--- config.mk ---
export PLATFORM = sky130hd
export DESIGN_NAME = condiciona_entradas
export DESIGN_NICKNAME = d
export VERILOG_FILES = /design/src/rtl/neurosync_pkg.sv /design/src/rtl/debounce_canal.sv /design/src/rtl/condiciona_entradas.sv
export SDC_FILE = /design/constraint.sdc
export NUM_CORES = 1
export LEC_CHECK = 0
export ABC_CLOCK_PERIOD_IN_PS = 3200
export CAP_MARGIN = 0
export CELL_PAD_IN_SITES_DETAIL_PLACEMENT = 1
export CELL_PAD_IN_SITES_GLOBAL_PLACEMENT = 2
export CORE_AREA = 2 2 142 144
export DETAILED_ROUTE_END_ITERATION = 16
export DIE_AREA = 0 0 144 146
export PLACE_DENSITY = 0.81
export SYNTH_ARGS = -nofsm -noshare
export SYNTH_HDL_FRONTEND = slang
export SYNTH_SLANG_ARGS = --single-unit
--- constraint.sdc ---
create_clock -name clock -period 3.2 [get_ports clock]
set_input_delay 0.8 -clock clock [delete_from_list [all_inputs] [get_ports clock]]
set_output_delay 0.8 -clock clock [all_outputs]
set_load 0.02 [all_outputs]
--- src/rtl/neurosync_pkg.sv ---
// ---------------------------------------------------------------------------
// neurosync_pkg
// Shared constants and helpers for the neurosync input-conditioning slice.
//   N_CANAIS / N_BOTOES : total conditioned channels / play-button channels
//   CH_*                : channel index of each command button
//   DEBOUNCE_CYCLES_DEFAULT : 1 ms stability window at 50 MHz
//   classe_jogada_t     : outcome of evaluating the play buttons on an edge
//   conta_uns()         : popcount of the play-button vector
//   classifica_jogada() : maps (any rise, stable levels) to a play outcome
// ---------------------------------------------------------------------------
package neurosync_pkg;

  localparam int N_CANAIS = 8;
  localparam int N_BOTOES = 4;

  // Channels 0..3 are the play buttons; the commands follow in this order.
  localparam int CH_MAIS     = 4;
  localparam int CH_MENOS    = 5;
  localparam int CH_CONFIRMA = 6;
  localparam int CH_JOGAR    = 7;

  localparam int DEBOUNCE_CYCLES_DEFAULT = 50000;

  typedef enum logic [1:0] {
    JOGADA_NENHUMA,
    JOGADA_VALIDA,
    JOGADA_MULTIPLA
  } classe_jogada_t;

  function automatic logic [2:0] conta_uns(input logic [N_BOTOES-1:0] v);
    logic [2:0] n;
    n = '0;
    for (int i = 0; i < N_BOTOES; i++) begin
      n = n + {2'b00, v[i]};
    end
    return n;
  endfunction

  // A play is only evaluated on an edge where some play button rose; the
  // stable levels after that edge decide whether it is a single press or an
  // ambiguous one (simultaneous rise, or a second button while one is held).
  function automatic classe_jogada_t classifica_jogada(
    input logic                subiu,
    input logic [N_BOTOES-1:0] botoes
  );
    classe_jogada_t c;
    logic [2:0]     n;
    n = conta_uns(botoes);
    c = JOGADA_NENHUMA;
    if (subiu) begin
      if (n == 3'd1) begin
        c = JOGADA_VALIDA;
      end else if (n > 3'd1) begin
        c = JOGADA_MULTIPLA;
      end
    end
    return c;
  endfunction

endpackage

--- src/rtl/debounce_canal.sv ---
// ---------------------------------------------------------------------------
// debounce_canal
// One conditioned input: 2-FF synchronizer, stability counter, stable level
// register and a one-cycle rising-edge pulse.
//   clock, reset : system clock, synchronous active-high reset
//   raw          : asynchronous button level, active-high
//   st           : debounced stable level (registered)
//   rise         : one-cycle pulse on a debounced 0->1 transition (registered)
//   st_next      : value st takes on the coming edge
//   rise_next    : value rise takes on the coming edge
// The *_next outputs let the top react on the same edge the level commits,
// so downstream registers add no extra cycle of latency.
// ---------------------------------------------------------------------------
module debounce_canal
  import neurosync_pkg::*;
#(
  parameter int DEBOUNCE_CYCLES = DEBOUNCE_CYCLES_DEFAULT
) (
  input  logic clock,
  input  logic reset,
  input  logic raw,
  output logic st,
  output logic rise,
  output logic st_next,
  output logic rise_next
);

  // DEBOUNCE_CYCLES must be at least 1; the counter is sized to hold it.
  localparam int            CW     = $clog2(DEBOUNCE_CYCLES + 1);
  localparam logic [CW-1:0] LIMITE = CW'(DEBOUNCE_CYCLES - 1);

  logic          sync1;
  logic          s;
  logic [CW-1:0] cnt;
  logic [CW-1:0] cnt_next;

  // Two flops bring the asynchronous level into the clock domain.
  always_ff @(posedge clock) begin
    if (reset) begin
      sync1 <= 1'b0;
      s     <= 1'b0;
    end else begin
      sync1 <= raw;
      s     <= sync1;
    end
  end

  // Any return of s to st restarts the count, so bounces never accumulate;
  // the count stops at LIMITE and commits, so it can never wrap.
  always_comb begin
    st_next   = st;
    cnt_next  = cnt;
    rise_next = 1'b0;
    if (s == st) begin
      cnt_next = '0;
    end else if (cnt == LIMITE) begin
      st_next   = s;
      cnt_next  = '0;
      rise_next = s;
    end else begin
      cnt_next = cnt + 1'b1;
    end
  end

  always_ff @(posedge clock) begin
    if (reset) begin
      st   <= 1'b0;
      cnt  <= '0;
      rise <= 1'b0;
    end else begin
      st   <= st_next;
      cnt  <= cnt_next;
      rise <= rise_next;
    end
  end

endmodule

--- src/rtl/condiciona_entradas.sv ---
// ---------------------------------------------------------------------------
// condiciona_entradas
// Conditions the eight raw board inputs for the neurosync core.
//   clock, reset       : system clock, synchronous active-high reset
//   botoes_raw[3:0]    : asynchronous play buttons
//   mais_raw, menos_raw, confirma_raw, jogar_raw : asynchronous commands
//   limpa              : clears jogada (a simultaneous valid play wins)
//   botoes_db[3:0]     : debounced level of each play button
//   jogada[3:0]        : one-hot last valid play, held
//   tem_jogada         : one-cycle strobe when jogada is loaded
//   multi_press        : one-cycle strobe for an ambiguous play
//   mais, menos, confirma, jogar : one-cycle debounced rising-edge pulses
// ---------------------------------------------------------------------------
module condiciona_entradas
  import neurosync_pkg::*;
#(
  parameter int DEBOUNCE_CYCLES = DEBOUNCE_CYCLES_DEFAULT
) (
  input  logic                clock,
  input  logic                reset,
  input  logic [N_BOTOES-1:0] botoes_raw,
  input  logic                mais_raw,
  input  logic                menos_raw,
  input  logic                confirma_raw,
  input  logic                jogar_raw,
  input  logic                limpa,
  output logic [N_BOTOES-1:0] botoes_db,
  output logic [N_BOTOES-1:0] jogada,
  output logic                tem_jogada,
  output logic                multi_press,
  output logic                mais,
  output logic                menos,
  output logic                confirma,
  output logic                jogar
);

  logic [N_CANAIS-1:0] raw;
  logic [N_CANAIS-1:0] st;
  logic [N_CANAIS-1:0] rise;
  logic [N_CANAIS-1:0] st_next;
  logic [N_CANAIS-1:0] rise_next;

  logic [N_BOTOES-1:0] botoes_next;
  logic                algum_subiu;
  classe_jogada_t      classe;

  // Bits of the channel bundle this stage does not consume: command levels
  // are never exported and play pulses are used in their *_next form.
  logic                sinais_unused;

  assign raw = {jogar_raw, confirma_raw, menos_raw, mais_raw, botoes_raw};

  for (genvar i = 0; i < N_CANAIS; i++) begin : g_canal
    debounce_canal #(
      .DEBOUNCE_CYCLES(DEBOUNCE_CYCLES)
    ) u_canal (
      .clock    (clock),
      .reset    (reset),
      .raw      (raw[i]),
      .st       (st[i]),
      .rise     (rise[i]),
      .st_next  (st_next[i]),
      .rise_next(rise_next[i])
    );
  end

  assign botoes_db = st[N_BOTOES-1:0];
  assign mais      = rise[CH_MAIS];
  assign menos     = rise[CH_MENOS];
  assign confirma  = rise[CH_CONFIRMA];
  assign jogar     = rise[CH_JOGAR];

  assign sinais_unused = ^{st[N_CANAIS-1:N_BOTOES], rise[N_BOTOES-1:0],
                           st_next[N_CANAIS-1:N_BOTOES],
                           rise_next[N_CANAIS-1:N_BOTOES]};

  // Classify using the levels the play channels will hold after this edge,
  // so jogada and tem_jogada land together with botoes_db.
  always_comb begin
    botoes_next = st_next[N_BOTOES-1:0];
    algum_subiu = |rise_next[N_BOTOES-1:0];
    classe      = classifica_jogada(algum_subiu, botoes_next);
  end

  // limpa is applied first so that a valid play on the same edge overrides it.
  always_ff @(posedge clock) begin
    if (reset) begin
      jogada      <= '0;
      tem_jogada  <= 1'b0;
      multi_press <= 1'b0;
    end else begin
      tem_jogada  <= 1'b0;
      multi_press <= 1'b0;
      if (limpa) begin
        jogada <= '0;
      end
      case (classe)
        JOGADA_VALIDA: begin
          jogada     <= botoes_next;
          tem_jogada <= 1'b1;
        end
        JOGADA_MULTIPLA: begin
          multi_press <= 1'b1;
        end
        default: begin
        end
      endcase
    end
  end

endmodule

### Yosys cells after proc, flatten, opt, wreduce, memory -nomap -nowiden

Cells that the tools add are included.

* $add $sub $neg: 11
* order comparisons: 1
* equal/unequal tests: 19
* multiplexer cells: 23
* bitwise operators: 8
* reduce and logical (&&, ||, !) cells: 18

Operator list (count)
* adder 16 x 1 -> 16 bit, second input constant: 8
* equality test 16 bit, second input constant: 8
* OR reduction 3 bit: 12
* two-way mux 1 bit: 18
* equality test 1 bit: 8
* two-way mux 4 bit: 2
* NOT 1 bit: 8
* AND reduction 2 bit: 4
* two-way mux 2 bit: 3
* OR reduction 4 bit: 1
* adder 2 x 1 -> 3 bit: 1
* adder 3 x 1 -> 3 bit: 1
* equality test 3 x 1 -> 1 bit, second input constant: 1
* > comparator 3 x 1 -> 1 bit, second input constant: 1
* adder 1 x 1 -> 2 bit: 1
* equality test 2 x 1 -> 1 bit, second input constant: 1
* equality test 2 bit, second input constant: 1
* nonzero test 2 bit: 1

* register bits: 162
* input bits: 11
* output and inout port bits: 14
* logic and storage cells: 119

### Longest topological paths before layout

* depth in word-level cells: 12
* depth in mapped cells: 11
* depth with buffers taken out: 11

### Cells and area by module

From an unflattened synthesis, not the netlist that was laid out.

* cell total of the unflattened synthesis: 778
* area total of the unflattened synthesis: 7247.0 sq um

By module, submodules not included
* debounce_canal: times used 8, cells each 92, area each 858.3 sq um
* condiciona_entradas: times used 1, cells each 42, area each 380.4 sq um

### Worst setup path before layout

No wires, ideal clock.

* path type: register to register
* start point: reg g_canal[1].u_canal.cnt[0]
* end point: reg jogada[0]
* setup time: 121 ps
* arrival: 2981 ps
* required time: 3079 ps
* path slack: 98 ps
* stages on the path, launching flop included: 12
* buffers on the path: 0
* cell sequence: dfxtp_1 -> ha_1 -> and3_1 -> nand4_1 -> mux2_2 -> fa_1 -> ha_1 -> inv_1 -> ha_1 -> nor3b_1 -> o31ai_2 -> mux2_2

* longest elaborated chain between the ends: 12

Ends and longest elaborated chain
* start, declared: line debounce_canal.sv:34 `logic [CW-1:0] cnt;`
* start signal, assigned: line debounce_canal.sv:72 `cnt <= cnt_next;`
* equality test 16 bit *: line debounce_canal.sv:56 `end else if (cnt == LIMITE) begin`
* two-way mux 1 bit *: line debounce_canal.sv:56
* two-way mux 1 bit *: line debounce_canal.sv:54 `if (s == st) begin`
* net g_canal[1].u_canal.st_next: line debounce_canal.sv:24 `output logic st_next,`
* adder 1 x 1 -> 2 bit *: line neurosync_pkg.sv:34 `n = n + {2'b00, v[i]};`
* adder 2 x 1 -> 3 bit *: line neurosync_pkg.sv:34
* adder 3 x 1 -> 3 bit *: line neurosync_pkg.sv:34
* > comparator 3 x 1 -> 1 bit: line neurosync_pkg.sv:53 `end else if (n > 3'd1) begin`
* two-way mux 2 bit: line neurosync_pkg.sv:53
* two-way mux 2 bit *: line neurosync_pkg.sv:51 `if (n == 3'd1) begin`
* two-way mux 2 bit *: line neurosync_pkg.sv:50 `if (subiu) begin`
* equality test 2 x 1 -> 1 bit *: line condiciona_entradas.sv:97 `case (classe)`
* two-way mux 4 bit / nonzero test 2 bit (equally long branches)
* end signal, assigned: line condiciona_entradas.sv:99 `jogada <= botoes_next;`
* end, declared: line condiciona_entradas.sv:28 `output logic [N_BOTOES-1:0] jogada,`

Mark *: on every way through the listed nets, which the timed path passes. The rest lies on a longest branch.
A chain may end at the register's enable or synchronous reset.

### Worst setup path in the final report

* start point: reg g_canal[0].u_canal.cnt[1]
* end point: reg jogada[0]

* longest elaborated chain between the ends: 12

Ends and longest elaborated chain (line)
* start, declared: debounce_canal.sv:34
* start signal, assigned: debounce_canal.sv:72
* equality test 16 bit *: debounce_canal.sv:56
* two-way mux 1 bit *: debounce_canal.sv:56
* two-way mux 1 bit *: debounce_canal.sv:54
* net g_canal[0].u_canal.st_next: debounce_canal.sv:24
* adder 1 x 1 -> 2 bit: neurosync_pkg.sv:34
* adder 2 x 1 -> 3 bit: neurosync_pkg.sv:34
* adder 3 x 1 -> 3 bit: neurosync_pkg.sv:34
* > comparator 3 x 1 -> 1 bit: neurosync_pkg.sv:53
* two-way mux 2 bit: neurosync_pkg.sv:53
* two-way mux 2 bit: neurosync_pkg.sv:51
* two-way mux 2 bit: neurosync_pkg.sv:50
* equality test 2 x 1 -> 1 bit: condiciona_entradas.sv:97
* two-way mux 4 bit / nonzero test 2 bit (equally long branches)

Marked as above.

==> flow_summary.yaml <==
outcome:
  outcome: "finished clean"
critical_path:
  crit_slowest_cell: "fa_1"
  critPathMaxFanout: 4
  start_kind: "register"
  r2r-start: "g_canal[0].u_canal.cnt[1]$_SDFF_PP0_"
  cp-end-kind: "register"
  crit_type: "register to register"
  cp.arrival_ps: 3380
  cp.required_ps: 3510
  rr_worst_depth: 11
  crit_path_max_incr_delay_ps: 510
  rrSetupSlack_ps: 130
  r2r_end: "jogada[0]$_SDFFE_PP0P_"
  path_cells: "ha_4, and3_4, nand4_1, mux2_4, fa_1, ha_1, inv_1, ha_1, nor3b_4, o31ai_4, mux2_2"
  crit_top_cell: "ha_1"
  critPathTopFamily: "adder cells"
  path_buf_inv: 1
synthesis:
  postSynthAreaPerCell_um2: 9.24
  synthTopCellsByArea: "dfxtp_1 48%, nor2_1 8.6%, xnor2_1 7.5%"
  yosysMostFrequentCell: "dfxtp_1"
  yosysTopAreaCellShare_pct: 48.1
  synth_fp_nets: 752
  ys_seq_area_share_pct: 48.1
  synth_cells: 729
  yosysWarningCount: 0
  synth_cell_type_count: 43
  ys_ff_latch: 162
  synth_ff_type: "dfxtp_1"
  yosys-top-cells-count: "162 x dfxtp_1, 154 x nor2_1, 58 x xnor2_1, 56 x xor2_1, 47 x nand3_1"
  async_flop_share_pct: 0
  synth_enable_flop_cells: 0
  syn-cell-area_um2: 6740
  netlist.top_cell.by_area: "dfxtp_1"
die:
  dieArea_um2: 21000
  die_w_um: 144
  pin_count: 25
  initial_core_util_pct: 34.9
  fp.dieH_um: 146
  rows: 51
  core_um2: 19300
placed_design:
  gp_congestion: 0.798
  placed_cell_area_um2: 7290
  io_buffers: 24
  post-dp-hpwl_mm: 10.2
clocking:
  root_buffer: "clkbuf_16"
  cts_setup_buffers: 0
  clockBufferDepth: 2
  clkLatencyLatePin_ps: 430
  numCtsBuffers: 17
  clk_pin_slew_ps: 60
  htree_levels: 4
  cts_tree: "done"
  cts.sinks: 162
global_route:
  grt.overflow.total: 0
  grt_pass1_wl_mm: 24.8
  grt_max_degree: 38
  antenna_found_initial: 0
  track_usage_pct: 14.6
  grt_pass1_vias: 5363
detailed_routing:
  dr.pass1.iters: 4
  viasPerCell: 4.80
  ant_nets: 0
  totalWireLength_mm: 14.4
  drtIter0Drc: 193
  vias: 5006
  drc: 0
  wl_per_cell_um: 13.8
sta:
  finalSetupViolCount: 0
  maxSlewViolCount: 0
  hold_viol: 0
  setup_tns_ps: 0
  fmax_mhz: 326
  skew_ps: 7.86
  worst_pin_slew_ps: 762
  fin_crit_sh_pct: 95.8
  relSlewSlack_pct: 49.2
  fin_crit_ps: 3070
finish:
  drive_gt1_share_pct: 9.38
  area.growth.synth_to_final_pct: 18.1
  n_antenna_cell: 0
  final_core_util_pct: 41.2
  nets: 788
  postLayoutCellArea_um2: 7960
worst_hold_path:
  min_from: "g_canal[7].u_canal.sync1$_SDFF_PP0_"
  hp-class: "register to register"
  hold_path_depth: 1
  holdPathEnd: "g_canal[7].u_canal.s$_SDFF_PP0_"
power_and_ir_drop:
  p_per_area_nw_per_um2: 525
  leakage_nw: 2.65
  power_mw: 4.18
  ir_drop_v: 0.000337
job:
  cap_violations: 0
## metal layers
layer  up-vias  GRT usage (%)  part of all wire (%)
li1       2516              -                     -
met1      2434           17.8                    46
met2        40           25.0                    50
met3        16           3.32                   2.3
met4         0           5.15                   1.4
met5         -              0                     0
## area by class of cell
type / count / area [um^2]
tap: 265 / 332
sequential: 162 / 3250
fill: 2228 / 11400
multi-input combinational: 533 / 3390
inverter: 14 / 52.6
clock inverter: 11 / 154
timing repair buffer: 37 / 333
clock buffer: 21 / 450
## placed cells by master (no fill, tap or decap), types with 3 or more instances in the layout
cell	count
dfxtp_1	159
nor2_1	154
xnor2_1	58
xor2_1	56
nand3_1	47
nand2_1	36
nand4_1	28
and3_1	28
clkdlybuf4s50_1	23
nor2b_1	20
clkbuf_16	17
inv_1	14
nor3_1	13
buf_4	13
ha_1	10
nor3b_1	8
mux2_2	7
nor4b_1	6
nor4_1	6
a21oi_1	6
or3_1	6
and4bb_2	5
nand2b_1	4
o21ai_0	4
mux2i_1	4
and4_1	3
bufinv_16	3
clkinv_4	3
clkbuf_1	3
dfxtp_2	3
## through the flow
| stage | setup slack [ps] | std cells | hold WS (ps) |
|---|---|---|---|
| after detailed placement | -45.8 | 1011 | 424 |
| after global routing | -34.7 | 1043 | 461 |
| final | 133 | 1043 | 437 |
| after global placement | 69.5 | 1011 | 419 |
| after CTS | 9.05 | 1043 | 439 |
| after floorplan | 98.2 | 729 | 411 |
## power breakdown
part / total, mW / switching [mW] / internal [mW]
Sequential: 2.04 / 0.00724 / 2.03
Combinational: 0.0517 / 0.0298 / 0.0220
Clock: 2.09 / 0.834 / 1.26
## cell families after synthesis
logic type,Yosys count,share of synthesized area (%)
AND/OR/NAND/NOR,383,29.1
flip-flops,162,48.1
XOR/XNOR,114,14.8
buffers and inverters,34,2.49
AO/OA/AOI/OAI,12,1.17
multiplexers,12,1.93
adder cells (fa/ha/maj),12,2.34
## flip-flops by register name, summed over array words and instances, names as in the netlist
register / count
g_canal.u_canal.sync1: 8
g_canal.u_canal.rise: 4
g_canal.u_canal.s: 8
multi_press: 1
g_canal.u_canal.st: 8
g_canal.u_canal.cnt: 128
jogada: 4
tem_jogada: 1
## worst max path at each step
| stage | start | endpoint | slack (ps) | cells after the start |
|---|---|---|---|---|
| 3_5_place_dp | g_canal[0].u_canal.cnt[1]$_SDFF_PP0_ | jogada[1]$_SDFFE_PP0P_ | -50 | 11 |
| 4_1_cts | g_canal[0].u_canal.cnt[1]$_SDFF_PP0_ | jogada[0]$_SDFFE_PP0P_ | 9 | 11 |
| 3_3_place_gp | g_canal[0].u_canal.cnt[14]$_SDFF_PP0_ | jogada[3]$_SDFFE_PP0P_ | 70 | 10 |
| 2_1_floorplan | g_canal[1].u_canal.cnt[0]$_SDFF_PP0_ | jogada[0]$_SDFFE_PP0P_ | 100 | 11 |
| 6_report | g_canal[0].u_canal.cnt[1]$_SDFF_PP0_ | jogada[0]$_SDFFE_PP0P_ | 130 | 11 |
| 5_1_grt | g_canal[0].u_canal.cnt[6]$_SDFF_PP0_ | jogada[0]$_SDFFE_PP0P_ | -30 | 10 |
## repair_timing
action / 4_1_cts / 5_1_grt
endpoints found under the setup margin: 4 / 5
pin swaps: 0 / 4
hold buffers: 0 / 0
resized for setup: 2 / 13
Power figures use the tool's default switching activity.
